--- src/rtl/board_debug_ctrl.sv ---
// board_debug_ctrl
//   Debug front end for the CPU bring-up boards: debounces the step button,
//   generates the CPU clock (one pulse per press in STEP mode, free-running in
//   RUN mode) and scans a selected debug channel as hex onto a multiplexed
//   seven-segment display.
//
//   Optional build macro BOARD_DBG_LATCH_EN: when defined, the display reads a
//   snapshot of ch_data captured on every accepted step_pulse instead of the
//   live channel data.
//
// Ports
//   CLK         system clock
//   Reset       asynchronous active-low reset
//   step_btn    raw step button (active-high), asynchronous
//   mode_run    1 = RUN, 0 = STEP, asynchronous
//   sel         debug channel select, asynchronous
//   ch_data     NUM_CH packed channels, channel k at [k*DATA_W +: DATA_W]
//   step_pulse  one-cycle pulse per accepted CPU step
//   cpu_clk     CPU clock, high CLK_HIGH cycles per accepted step
//   btn_level   debounced button level
//   pos_ctrl    digit enables, active-low one-hot
//   num_ctrl    segments, active-low, [7] = dp, [6:0] = g..a
module board_debug_ctrl #(
  parameter  int NUM_CH   = 4,
  parameter  int DATA_W   = 16,
  parameter  int DIGITS   = 4,
  parameter  int DEB_CNT  = 1000000,
  parameter  int SCAN_DIV = 250000,
  parameter  int RUN_DIV  = 5000000,
  parameter  int CLK_HIGH = 2,
  localparam int SEL_W    = $clog2(NUM_CH)
) (
  input  logic                     CLK,
  input  logic                     Reset,
  input  logic                     step_btn,
  input  logic                     mode_run,
  input  logic [SEL_W-1:0]         sel,
  input  logic [NUM_CH*DATA_W-1:0] ch_data,
  output logic                     step_pulse,
  output logic                     cpu_clk,
  output logic                     btn_level,
  output logic [DIGITS-1:0]        pos_ctrl,
  output logic [7:0]               num_ctrl
);

  localparam int DEB_W  = $clog2(DEB_CNT + 1);
  localparam int SCAN_W = $clog2(SCAN_DIV + 1);
  localparam int RUN_W  = $clog2(RUN_DIV + 1);
  localparam int HIGH_W = $clog2(CLK_HIGH + 1);
  localparam int IDX_W  = (DIGITS > 1) ? $clog2(DIGITS) : 1;
  localparam int DISP_W = DIGITS * 4;
  localparam int EXT_W  = (DATA_W > DISP_W) ? DATA_W : DISP_W;

  // Hex digit to active-low g..a segment pattern.
  function automatic logic [6:0] hex_to_seg(input logic [3:0] nib);
    logic [6:0] seg;
    case (nib)
      4'h0: seg = 7'b1000000;
      4'h1: seg = 7'b1111001;
      4'h2: seg = 7'b0100100;
      4'h3: seg = 7'b0110000;
      4'h4: seg = 7'b0011001;
      4'h5: seg = 7'b0010010;
      4'h6: seg = 7'b0000010;
      4'h7: seg = 7'b1111000;
      4'h8: seg = 7'b0000000;
      4'h9: seg = 7'b0010000;
      4'hA: seg = 7'b0001000;
      4'hB: seg = 7'b0000011;
      4'hC: seg = 7'b1000110;
      4'hD: seg = 7'b0100001;
      4'hE: seg = 7'b0000110;
      default: seg = 7'b0001110;
    endcase
    return seg;
  endfunction

  logic              btn_sync_p0, btn_sync_p1;
  logic              mode_sync_p0, mode_sync_p1;
  logic [SEL_W-1:0]  sel_sync_p0, sel_sync_p1;
  logic [DEB_W-1:0]  deb_cnt;
  logic              btn_level_prev;
  logic              mode_prev;
  logic [RUN_W-1:0]  run_cnt;
  logic [HIGH_W-1:0] high_cnt;
  logic [SCAN_W-1:0] scan_cnt;
  logic [IDX_W-1:0]  digit_idx;
  logic              run_req;
  logic              step_req;
  logic              step_accept;
  logic [NUM_CH*DATA_W-1:0] disp_src;
  logic [DATA_W-1:0] chan;
  logic [EXT_W-1:0]  chan_ext;
  logic [DISP_W-1:0] disp_val;
  logic [3:0]        nibble;

  // Stage p0/p1: two-flop synchronisers for all asynchronous board inputs
  always_ff @(posedge CLK or negedge Reset) begin
    if (!Reset) begin
      btn_sync_p0  <= 1'b0;
      btn_sync_p1  <= 1'b0;
      mode_sync_p0 <= 1'b0;
      mode_sync_p1 <= 1'b0;
      sel_sync_p0  <= '0;
      sel_sync_p1  <= '0;
    end else begin
      btn_sync_p0  <= step_btn;
      btn_sync_p1  <= btn_sync_p0;
      mode_sync_p0 <= mode_run;
      mode_sync_p1 <= mode_sync_p0;
      sel_sync_p0  <= sel;
      sel_sync_p1  <= sel_sync_p0;
    end
  end

  // Debouncer: the count only survives while the input keeps disagreeing
  // with the current level, so any return to the old level restarts it.
  always_ff @(posedge CLK or negedge Reset) begin
    if (!Reset) begin
      deb_cnt        <= '0;
      btn_level      <= 1'b0;
      btn_level_prev <= 1'b0;
    end else begin
      btn_level_prev <= btn_level;
      if (btn_sync_p1 == btn_level) begin
        deb_cnt <= '0;
      end else if (deb_cnt == DEB_W'(DEB_CNT - 1)) begin
        deb_cnt   <= '0;
        btn_level <= btn_sync_p1;
      end else begin
        deb_cnt <= deb_cnt + DEB_W'(1);
      end
    end
  end

  // RUN divider, restarted on every change of the synchronised mode
  always_ff @(posedge CLK or negedge Reset) begin
    if (!Reset) begin
      mode_prev <= 1'b0;
      run_cnt   <= '0;
    end else begin
      mode_prev <= mode_sync_p1;
      if (mode_sync_p1 != mode_prev || !mode_sync_p1) begin
        run_cnt <= '0;
      end else if (run_cnt == RUN_W'(RUN_DIV - 1)) begin
        run_cnt <= '0;
      end else begin
        run_cnt <= run_cnt + RUN_W'(1);
      end
    end
  end

  assign run_req  = mode_sync_p1 && (mode_sync_p1 == mode_prev) &&
                    (run_cnt == RUN_W'(RUN_DIV - 1));
  assign step_req = mode_sync_p1 ? run_req : (btn_level & ~btn_level_prev);

  // Requests landing while the high counter is busy (or on the pulse cycle
  // itself, before the counter has been loaded) are dropped.
  assign step_accept = step_req && (high_cnt == '0) && !step_pulse;

  // Stage p2: step pulse, then cpu_clk held high for CLK_HIGH cycles
  always_ff @(posedge CLK or negedge Reset) begin
    if (!Reset) begin
      step_pulse <= 1'b0;
      cpu_clk    <= 1'b0;
      high_cnt   <= '0;
    end else begin
      step_pulse <= step_accept;
      if (step_pulse) begin
        high_cnt <= HIGH_W'(CLK_HIGH);
        cpu_clk  <= 1'b1;
      end else if (high_cnt != '0) begin
        high_cnt <= high_cnt - HIGH_W'(1);
        cpu_clk  <= (high_cnt > HIGH_W'(1));
      end
    end
  end

`ifdef BOARD_DBG_LATCH_EN
  logic [NUM_CH*DATA_W-1:0] snap_p0;

  always_ff @(posedge CLK or negedge Reset) begin
    if (!Reset) begin
      snap_p0 <= '0;
    end else if (step_pulse) begin
      snap_p0 <= ch_data;
    end
  end

  assign disp_src = snap_p0;
`else
  assign disp_src = ch_data;
`endif

  // Channel mux; an out-of-range select leaves the value at zero.
  always_comb begin
    chan = '0;
    for (int k = 0; k < NUM_CH; k++) begin
      if (sel_sync_p1 == SEL_W'(k)) chan = disp_src[k*DATA_W +: DATA_W];
    end
  end

  assign chan_ext = EXT_W'(chan);
  assign disp_val = chan_ext[DISP_W-1:0];

  always_comb begin
    nibble = '0;
    for (int d = 0; d < DIGITS; d++) begin
      if (digit_idx == IDX_W'(d)) nibble = disp_val[d*4 +: 4];
    end
  end

  // Scanner and registered display pins
  always_ff @(posedge CLK or negedge Reset) begin
    if (!Reset) begin
      scan_cnt  <= '0;
      digit_idx <= '0;
      pos_ctrl  <= '1;
      num_ctrl  <= 8'hFF;
    end else begin
      if (scan_cnt == SCAN_W'(SCAN_DIV - 1)) begin
        scan_cnt  <= '0;
        digit_idx <= (digit_idx == IDX_W'(DIGITS - 1)) ? '0 : digit_idx + IDX_W'(1);
      end else begin
        scan_cnt <= scan_cnt + SCAN_W'(1);
      end
      pos_ctrl <= ~(DIGITS'(1) << digit_idx);
      num_ctrl <= {~(mode_sync_p1 && (digit_idx == '0)), hex_to_seg(nibble)};
    end
  end

endmodule
--- config.mk ---
export PLATFORM = sky130hd
export DESIGN_NAME = board_debug_ctrl
export DESIGN_NICKNAME = d
export VERILOG_FILES = /design/src/rtl/board_debug_ctrl.sv
export SDC_FILE = /design/constraint.sdc
export NUM_CORES = 1
export LEC_CHECK = 0
export CAP_MARGIN = 25
export CORE_UTILIZATION = 40
export DETAILED_ROUTE_END_ITERATION = 12
export GPL_ROUTABILITY_DRIVEN = 0
export GPL_TIMING_DRIVEN = 0
export PLACE_DENSITY = 0.72
export SLEW_MARGIN = 10
export SYNTH_ARGS = -nofsm -noshare
export SYNTH_HDL_FRONTEND = slang
export SYNTH_SLANG_ARGS = --single-unit
--- constraint.sdc ---
create_clock -name CLK -period 2.51 [get_ports CLK]
set_clock_uncertainty 0.05 [all_clocks]
set_input_delay 0.502 -clock CLK [delete_from_list [all_inputs] [get_ports CLK]]
set_output_delay 0.502 -clock CLK [all_outputs]
set_load 0.02 [all_outputs]
==> summary.txt, run 1 <==
Floorplanning
  – IO Count: 85
  – Die width: 110 µm
  – Effective utilization at floorplan: 41.0%
  – Rows: 39
  – Die area: roughly 0.012 mm²
  – Core footprint: between 0.01 and 0.015 mm²
  – Die span in y: 110 µm

Pwr
  – Total power: 3.17 mW
  – Leak pwr: ~2.6 nW
  – VDD IR-drop max: approximately 0.23 mV
  – P per Cell Area: about 510 mW/mm²

Route
  – Met1 WL: about 4200 µm
  – Mean routed wirelength per cell: approximately 14 µm
  – First drt pass iteration count: 4
  – DRT Wirelength: between 9000 and 10000 µm
  – 1st-iter DRT viols: approximately 140
  – Routed via count: approximately 3500
  – DR WL met2: about 4900 µm
  – Routed wl met3: between 400 and 500 µm
  – Max layer used: met4
  – Post-DRT Antenna Nets: 0
  – # DRC: 0
  – DR vias/cell: slightly above 5

STA
  – Final hold vios: 0
  – Setup repair after global routing missed its margin: no
  – Final worst-path cycle share: 95.2%
  – Worst Tran Pin Value: a little under 0.5 ns
  – F_max: around 420 MHz
  – Final WS setup: 0.121 ns
  – Clock period minus worst slack: ~2.4 ns
  – Final number of setup-violating endpoints: 0
  – Max-slew headroom: between 60% and 70%
  – Final Max Slew Viols: 0

Worst setup path
  – CP max FO: 10
  – Critical Path RT: around 2.7 ns
  – Crit Path Category: reg -> reg
  – CP Launch Type: flip-flop
  – CP endpoint kind: flip-flop
  – Crit path arrival time: between 2 and 3 ns

Synth
  – Ys async rst share: 100%
  – Sequential-to-total area share from yosys stat: a little under 50%
  – Adder-Cell Fraction of Synth Area: roughly 4.0%
  – Synth Register Bits: 90
  – Post-synthesis compound-gate area fraction: approximately 5.5%
  – Post-synth EDFFs: 0
  – Distinct cell type count after synthesis: 51
  – Main synth FF type: dfrtp_1
  – Post-synthesis simple-gate area fraction: approximately 20%
  – Syn_area_per_cell: ~11 µm²
  – Largest family of logic cells by synthesized area: simple AND/OR/NAND/NOR gates
  – Syn_nets: 518
  – Cell Area, Synth: ~0.0047 mm²
  – Ys Warns: 0
  – Mux share of post-synthesis cell area: between 8 and 9%
  – Post-Synth XOR/XNOR Area: 10.7%
  – Synth Instances: ~430

Place
  – PortBufs: 84
  – Dpl cells: approximately 660
  – Pre-CTS setup slack: -0.504 ns
  – Dpl hpwl: a little over 7000 µm
  – Placed instance area: between 0.005 and 0.006 mm²

Clock tree
  – # hold bufs at CTS: 0
  – TritonCTS clock tree: yes
  – Clock Path Buffers: 2
  – Sink Count: 90
  – Clock latency on the worst-skew pair: 0.33 ns
  – TritonCTS Buffers: 9
  – H-Tree Depth: 3
  – CTS clk-pin slew, worst paths: roughly 0.06 ns
  – Root buf cell: clkbuf_16

Global route
  – Grt total ovfl: 0
  – Number of global-route vias before repair: 3596
  – Largest net degree at the start of global routing: 66
  – Total GRT Usage: 17.5%
  – First-pass GRT wire length: between 15000 and 20000 µm
  – Antenna violations before repair: 0

Final layout
  – Commonest non-fill, non-tap cells in the layout: clkdlybuf4s50_1, dfrtp_1, nor2_1, xor2_1, nand2_1
  – FF/Latch Area: ~0.0023 mm²
  – Final design area excluding fillers: just over 0.006 mm²
  – Layout Nets: 625
  – Commonest non-fill, non-tap cell in the layout: clkdlybuf4s50_1
  – Multi-input logic area: approximately 0.0024 mm²
  – Filler cells: 983
  – Post-Layout Cell Count: roughly 690
  – Antenna cell count: 0
  – Fin util: between 50% and 60%
  – Fraction of layout cells with a size suffix above 1: 16.5%
  – Area Growth Syn to Fin: 32.4%

Min path
  – Hold/Removal Path Class: in -> async

Flow run
  – Max cap viols: 0

Outcome
  – Status: completed
metrics by stage:
step	hold WS, ns	TNS, ns
after floorplan	0.156	0
final	0.0392	0
after CTS	0.0426	-0.00713
after global placement	0.284	-197.35
after detailed placement	0.286	-3.09
after global routing	0.0524	0
Yosys cell counts (4+ instances only):
library cell	n	share of area (%)
buf_2	5	0.53
mux4_1	6	3.4
nor3_1	8	0.86
and4_1	4	0.75
a22o_1	6	1.1
nor3b_1	4	0.64
nand3_1	22	2.4
nand3b_1	4	0.64
nand2_1	31	2.5
xnor2_1	22	4.1
o21ai_0	6	0.64
nor4_1	4	0.53
nor2_1	73	5.9
xor2_1	35	6.5
mux4_2	6	2.9
buf_6	4	0.96
dfrtp_1	78	42
inv_1	17	1.4
nand4_1	14	1.9
mux2i_1	9	1.9
and3_1	4	0.53
dfstp_2	12	6.7
ha_1	15	4.0
repair_timing:
action | in CTS | in global routing
endpoints found under the hold margin | 0 | 0
setup buffers | 6 | 5
pin swaps | 3 | 10
endpoints found under the setup margin | 7 | 27
gates resized for setup | 12 | 18
metal layers:
metal / GRT usage (%) / up-vias
li1: - / 1716
met4: 5.26 / 0
met2: 30.8 / 97
met1: 21.4 / 1709
met3: 3.82 / 9
met5: 0 / -
flip-flops by register name, indices dropped and copies added (netlist names), 2 cells and up:
register,flops
deb_cnt,20
num_ctrl,8
high_cnt,2
pos_ctrl,4
run_cnt,23
scan_cnt,18
digit_idx,2
sel_sync_p0,2
sel_sync_p1,2
layout make-up:
class | instances | area share (%)
buffer | 12 | 1.53
clock buffer | 12 | 3.98
multi-input combinational | 314 | 38.0
timing repair buffer | 96 | 15.5
sequential | 90 | 36.6
inverter | 17 | 1.07
tap | 143 | 2.89
clock inverter | 4 | 0.444
report_power, final:
group | switching [mW] | internal [mW] | total [mW] | leakage [nW]
clock | 0.531 | 0.698 | 1.23 | 0.137
sequential | 0.0147 | 1.50 | 1.51 | 1.18
combinational | 0.181 | 0.252 | 0.433 | 1.29
total | 0.727 | 2.45 | 3.17 | 2.60
final timing paths:
kind	start	end	slack (ns)	cells past startpoint
worst max-delay path	digit_idx[0]	num_ctrl[0]	0.12	9
worst min-delay path	Reset	sel_sync_p0[1]	0.04	1
worst max register to register	digit_idx[0]	num_ctrl[0]	0.12	9
worst min register to register	btn_sync_p0	btn_sync_p1	0.29	0
max in group asynchronous	Reset	num_ctrl[3]	1.70	2
min in group CLK	btn_sync_p0	btn_sync_p1	0.29	0
critical path: stages, from the launching register on:
cell and delay, ns:
dfrtp_2 0.42, inv_4 0.06, ha_1 0.19, buf_2 0.17, or4b_4 0.54, o22ai_2 0.16, o32a_4 0.22, buf_6 0.15
nand2_1 0.08, o221a_2 0.27
cells by family (layout without fill, tap and decap cells):
group / count (synthesis) / after routing
adder cells (fa/ha/maj): 15 / 15
multiplexers: 23 / 23
AND/OR/NAND/NOR: 186 / 186
buffers and inverters: 29 / 141
XOR/XNOR: 57 / 57
flip-flops: 90 / 90
AO/OA/AOI/OAI: 33 / 33
No activity file was read; power rests on OpenSTA's default activity.
==> inputs of run 2 (changes only) <==
- PLACE_DENSITY: 0.72 -> 0.7
- clock period: 2.51 -> 2.45 ns (I/O delays scaled with it)
==> run 2 against run 1 <==
  * The run now ends with DRC, setup timing left
  * Count of clock-buffer cells in the layout is 2 lower
  * Final area is 1.6% higher
  * Via count is 0.71% lower
  * Global-route usage is 0.20 points lower
  * Cell count is 1.0% higher
  * Maximum frequency is 2.6% lower
  * Hold slack worse by 0.0073 ns
  * Routed wire length is 2.0% lower
  * Largest cell class unchanged
==> summary.txt, run 2 (synthesized netlist as in run 1, its figures left out) <==
Clock tree
  – Root buf cell: clkbuf_16
  – Sink Count: 90 (unchanged)
  – TritonCTS Buffers: 9 (unchanged)
  – Clock Path Buffers: 2 (unchanged)
  – TritonCTS clock tree: yes
  – Clock latency on the worst-skew pair: 0.34 ns (about the same)
  – H-Tree Depth: 3 (unchanged)
  – CTS clk-pin slew, worst paths: 0.07 ns (about the same)

STA
  – Setup repair after global routing missed its margin: yes
  – Final number of setup-violating endpoints: 1 (+1)
  – Worst Tran Pin Value: 0.543 ns (+0.0456 ns)
  – Final Max Slew Viols: 0 (unchanged)
  – Final WS setup: -0.00231 ns (-0.123 ns)
  – Hold_ws: 0.0319 ns (-0.00729 ns)
  – Clock period minus worst slack: 2.45 ns (+0.0629 ns)
  – Final worst-path cycle share: 100% (+4.9 points)
  – Final hold vios: 0 (unchanged)
  – F_max: 408 MHz (-2.6%)
  – Max-slew headroom: 63.5% (-3.1 points)

Pwr
  – Total power: 3.29 mW (+3.7%)
  – P per Cell Area: 523 mW/mm² (+2.1%)
  – VDD IR-drop max: 0.341 mV (+46%)
  – Leak pwr: 2.65 nW (+1.9%)

Floorplanning
  – Rows: 39 (unchanged)
  – IO Count: 85 (unchanged)
  – Effective utilization at floorplan: 41.0% (unchanged)
  – Die width: 110 µm (unchanged)
  – Die span in y: 110 µm (unchanged)
  – Core footprint: 0.0114 mm² (unchanged)
  – Die area: 0.0121 mm² (unchanged)

Worst setup path
  – Crit path to: num_ctrl[0]
  – Setup crit start: sel_sync_p1[0]
  – CP max FO: 8 (-2)
  – CP Launch Type: flip-flop
  – Register-to-Register Setup Slack: -0.002 ns (-0.12 ns)
  – Reg2reg path depth: 7 (-2)
  – CP endpoint kind: flip-flop
  – Reg2reg end: num_ctrl[0]
  – Critical Path RT: 2.67 ns (-0.05 ns)
  – Crit Path Category: reg -> reg
  – RR Startpoint: sel_sync_p1[0]
  – Crit path arrival time: 2.67 ns (+0.07 ns)

Route
  – DR vias/cell: 5.04 (-1.7%)
  – 1st-iter DRT viols: 113 (-16%)
  – Mean routed wirelength per cell: 13.6 µm (-3.0%)
  – Post-DRT Antenna Nets: 0 (unchanged)
  – First drt pass iteration count: 8 (+4)
  – # DRC: 2 (+2)
  – Routed via count: 3506 (-0.71%)
  – DRT Wirelength: 9470 µm (-2.0%)

Place
  – Placed instance area: 0.00578 mm² (+0.74%)
  – Dpl hpwl: 7130 µm (+0.35%)
  – PortBufs: 84 (unchanged)

Flow run
  – Max cap viols: 0 (unchanged)

Global route
  – Grt total ovfl: 0 (unchanged)
  – Total GRT Usage: 17.3% (-0.20 points)
  – First-pass GRT wire length: 16000 µm (-1.9%)
  – Antenna violations before repair: 0 (unchanged)
  – Largest net degree at the start of global routing: 59 (-11%)
  – Number of global-route vias before repair: 3474 (-3.4%)

Final layout
  – Antenna cell count: 0 (unchanged)
  – Commonest non-fill, non-tap cells in the layout: clkdlybuf4s50_1, dfrtp_1, nor2_1, xor2_1, nand2_1
  – Biggest regs: run_cnt x23, deb_cnt x20, scan_cnt x18
  – Area Growth Syn to Fin: 34.4%
  – Layout Nets: 632 (+1.1%)
  – Biggest register: run_cnt
  – Final design area excluding fillers: 0.00629 mm² (+1.6%)
  – Fraction of layout cells with a size suffix above 1: 16.8% (+0.33 points)
  – Max FFs per register: 23 (unchanged)
  – Commonest non-fill, non-tap cell in the layout: clkdlybuf4s50_1

Outcome
  – Violated checks: DRC, setup timing
  – Status: finished, violations left

Min path
  – Hold/Removal Path Class: in -> async
run 2: cell types whose count changed in the layout (fill, tap and decap cells not counted), moves of 2 or more:
cell and change:
buf_2 -2, mux4_1 +2, o22ai_2 -2, mux4_2 -2, inv_6 +2, buf_4 +7
run 2: what timing repair did:
action | in CTS | in global routing
hold buffers | 0 | 0
gates cloned | 0 | 1
endpoints found under the setup margin | 7 | 36
resized for setup | 7 | 11
setup buffers | 7 | 11
pin swaps | 3 | 7
run 2: worst min-delay path by stage:
stage                     slack (ns)             end      startpoint
after floorplan                 0.14       btn_level           Reset
after CTS                       0.04     deb_cnt[15]           Reset
after global placement          0.29  sel_sync_p1[1]  sel_sync_p0[1]
after global routing            0.06     deb_cnt[15]           Reset
after detailed placement        0.29  sel_sync_p1[0]  sel_sync_p0[0]
final                           0.03     deb_cnt[14]           Reset
run 2: critical path, cell delays in order, from the launching register on:
cell      delay [ns]
dfrtp_1         0.39
buf_6           0.17
mux4_1          0.62
a211oi_4        0.29
o31ai_4         0.14
ha_4            0.20
or3_1           0.38
o221a_2         0.14
run 2: per-layer routing:
metal	track usage (%)	routed length, µm	part of all wire, %	vias to the layer above
met1	21.1	4080	43	1671
met2	30.3	4820	51	89
met5	0	0	0	-
met3	3.17	411	4.3	11
met4	6.48	170	1.8	0
li1	-	-	-	1735
run 2: cell type report:
cell class              count  area, µm²
multi-input cells         314       2380
repair buffers            104       1030
clock buffers              10        229
clock inverters             6       50.0
plain buffers              11       92.6
well taps                 143        179
inverters                  17       63.8
flip-flops and latches     90       2270
fillers                   988       5120
run 2: report_power, final:
part	internal (mW)	leakage, nW	switching [mW]
Combinational	0.266	1.34	0.189
Sequential	1.53	1.18	0.0144
Clock	0.702	0.135	0.588
run 2: stage by stage:
stage | setup slack (ns) | instances | TNS [ns] | utilization [%]
2_1_floorplan | -0.0128 | 433 | -0.0221 | -
6_report | -0.00231 | 695 | -0.00231 | 55.1
4_1_cts | 0.00722 | 684 | 0 | 53.8
5_1_grt | -0.0951 | 695 | -0.214 | 55.1
3_5_place_dp | -0.506 | 661 | -2.39 | 50.6
3_3_place_gp | -2.32 | 660 | -197.76 | 50.4
==> inputs of run 3 (changes only) <==
- GPL_TIMING_DRIVEN: 0 -> unset
==> run 3 against run 2 <==
  * The flow finishes with violations (DRC)
  * Combinational power grew 5.3%
  * Total power is 1.8% higher
  * Maximum frequency up 2.0%
  * Critical path depth increased by 2
  * Sequential share of layout area shrank 0.90 points
  * Highest routed layer unchanged
  * Critical endpoint is now num_ctrl[3]
  * Die area unchanged
==> summary.txt, run 3 (synthesized netlist as in run 1, its figures left out) <==
Outcome
  – Status: finished, violations left
  – Violated checks: DRC

Final layout
  – Final design area excluding fillers: 0.00646 mm² (+2.7%)
  – Commonest non-fill, non-tap cells in the layout: clkdlybuf4s50_1, dfrtp_1, nor2_1, buf_4, xor2_1
  – Fin util: 56.6% (+1.5 points)
  – Antenna cell count: 0 (unchanged)
  – Area Growth Syn to Fin: 38.1%
  – Fraction of layout cells with a size suffix above 1: 21.1% (+4.3 points)
  – Layout Nets: 648 (+2.5%)
  – Commonest non-fill, non-tap cell in the layout: clkdlybuf4s50_1
  – Biggest register: run_cnt
  – Filler cells: 978 (-1.0%)
  – Biggest regs: run_cnt x23, deb_cnt x20, scan_cnt x18
  – Max FFs per register: 23 (unchanged)

STA
  – F_max: 416 MHz (+2.0%)
  – Setup repair after global routing missed its margin: yes
  – Worst Tran Pin Value: 0.579 ns (+0.0358 ns)
  – Final worst-path cycle share: 98.1% (-2.0 points)
  – Final number of setup-violating endpoints: 0 (-1)
  – Final Max Slew Viols: 0 (unchanged)
  – Max-slew headroom: 61.4% (-2.1 points)
  – Final hold vios: 0 (unchanged)
  – Final WS setup: 0.0461 ns (+0.0484 ns)
  – Clock period minus worst slack: 2.40 ns (-0.0484 ns)
  – Hold_ws: 0.0984 ns (+0.0665 ns)

Worst setup path
  – CP max FO: 5 (-3)
  – RR Startpoint: digit_idx[1]
  – Worst path cell trace: buf_4 > buf_4 > ha_4 > or4b_4 > o22ai_4 > o32a_4 > and2b_2 > a21oi_2 > o21ai_1
  – Reg2reg path depth: 9 (+2)
  – Crit Path Category: reg -> reg
  – Max incr delay on CP: 0.55 ns (-0.07 ns)
  – Crit path arrival time: 2.62 ns (-0.05 ns)
  – Crit path max-delay cell type: or4b_4
  – CP Launch Type: flip-flop
  – Critical Path RT: 2.67 ns (about the same)
  – Reg2reg end: num_ctrl[3]
  – CP dominant cell by count: buf_4
  – Register-to-Register Setup Slack: 0.05 ns (+0.05 ns)
  – CP endpoint kind: flip-flop

Floorplanning
  – Die span in y: 110 µm (unchanged)
  – Core footprint: 0.0114 mm² (unchanged)
  – Die width: 110 µm (unchanged)
  – Die area: 0.0121 mm² (unchanged)
  – IO Count: 85 (unchanged)
  – Effective utilization at floorplan: 41.0% (unchanged)
  – Rows: 39 (unchanged)

Route
  – Post-DRT Antenna Nets: 0 (unchanged)
  – Mean routed wirelength per cell: 14.1 µm (+3.8%)
  – Routed via count: 3602 (+2.7%)
  – 1st-iter DRT viols: 178 (+58%)
  – DR vias/cell: 5.07 (+0.43%)
  – First drt pass iteration count: 8 (unchanged)
  – DRT Wirelength: 10100 µm (+6.1%)
  – # DRC: 2 (unchanged)

Pwr
  – Clock network fraction of design power: 39.5% (+0.3 points)
  – Switching power total: 0.835 mW (+5.5%)
  – P per Cell Area: 519 mW/mm² (-0.81%)
  – Flop pwr share: 46.2% (-0.8 points)
  – Switching part of the total: 24.9% (+0.86 points)
  – Comb pwr share: 14.3% (+0.5 points)
  – Leak pwr: 2.75 nW (+3.6%)
  – Pint: 2.52 mW (+0.70%)
  – VDD IR-drop max: 0.412 mV (+21%)

Clock tree
  – TritonCTS clock tree: yes
  – CTS clk-pin slew, worst paths: 0.07 ns (about the same)
  – Root buf cell: clkbuf_16
  – H-Tree Depth: 3 (unchanged)
  – Clock latency on the worst-skew pair: 0.34 ns (about the same)
  – # hold bufs at CTS: 0 (unchanged)
  – Clock Path Buffers: 2 (unchanged)
  – Sink Count: 90 (unchanged)
  – TritonCTS Buffers: 9 (unchanged)

Global route
  – First-pass GRT wire length: 16600 µm (+3.3%)
  – Largest net degree at the start of global routing: 46 (-22%)
  – Antenna violations before repair: 0 (unchanged)
  – Total GRT Usage: 17.7% (+0.48 points)
  – Number of global-route vias before repair: 3663 (+5.4%)
  – Grt total ovfl: 0 (unchanged)

Place
  – PortBufs: 84 (unchanged)
  – Pre-CTS setup slack: -0.379 ns (+0.127 ns)
  – Dpl hpwl: 7300 µm (+2.4%)
  – Placed instance area: 0.00591 mm² (+2.3%)

Min path
  – Hold/Removal Path Class: in -> async

Flow run
  – Max cap viols: 0 (unchanged)
run 3: power groups by stage:
stage / sequential, mW / clock [mW] / combinational, mW
2_1_floorplan: 1.60 / 0 / 0.174
3_3_place_gp: 1.58 / 0 / 0.424
3_5_place_dp: 1.58 / 0 / 0.432
4_1_cts: 1.55 / 1.35 / 0.455
5_1_grt: 1.55 / 1.43 / 0.517
6_report: 1.55 / 1.33 / 0.479
run 3: layout make-up:
cell class	count	area, µm²	share of cell area (%)
Inverter	17	63.8	0.987
Clock inverter	7	58.8	0.910
Sequential cell	90	2270	35.1
Clock buffer	9	225	3.48
Tap cell	143	179	2.77
Multi-Input combinational cell	315	2440	37.8
Timing Repair Buffer	130	1220	18.9
run 3: repair_timing:
action / 4_1_cts / 5_1_grt
cloned: 1 / 0
endpoints found under the setup margin: 7 / 7
gates resized for setup: 7 / 20
buffers inserted: 7 / 12
pin swaps: 3 / 8
run 3: through the flow:
stage / TNS, ns / power [mW] / instances
6_report: 0 / 3.35 / 711
5_1_grt: -0.0741 / 3.50 / 711
4_1_cts: 0 / 3.36 / 701
3_5_place_dp: -2.31 / 2.01 / 677
3_3_place_gp: -1.83 / 2.00 / 677
2_1_floorplan: -0.0221 / 1.78 / 433
run 3: layer usage:
layer / vias to the layer above / track usage [%] / share of wire, %
met5: - / 0 / 0
met4: 0 / 7.42 / 1.0
met3: 9 / 3.47 / 4.1
met2: 97 / 31.4 / 53
met1: 1726 / 21.0 / 42
li1: 1770 / - / -
run 3: how the worst max path moves through the flow:
| stage | end | slack [ns] | start | cells after the start |
|---|---|---|---|---|
| 3_3_place_gp | num_ctrl[3] | -0.30 | ch_data[37] | 10 |
| 4_1_cts | num_ctrl[0] | 0.02 | digit_idx[1] | 10 |
| 6_report | num_ctrl[3] | 0.05 | digit_idx[1] | 9 |
| 3_5_place_dp | num_ctrl[0] | -0.38 | ch_data[37] | 8 |
| 2_1_floorplan | num_ctrl[3] | -0.01 | digit_idx[0] | 11 |
| 5_1_grt | num_ctrl[3] | -0.04 | sel_sync_p1[0] | 9 |
run 3: critical path, delay by kind of cell (launching register included):
family	cells	cell delay, ns
buf+inv	2	0.27
compound gates	4	0.63
fa+ha+maj	1	0.17
simple gates	2	0.80
flops	1	0.40
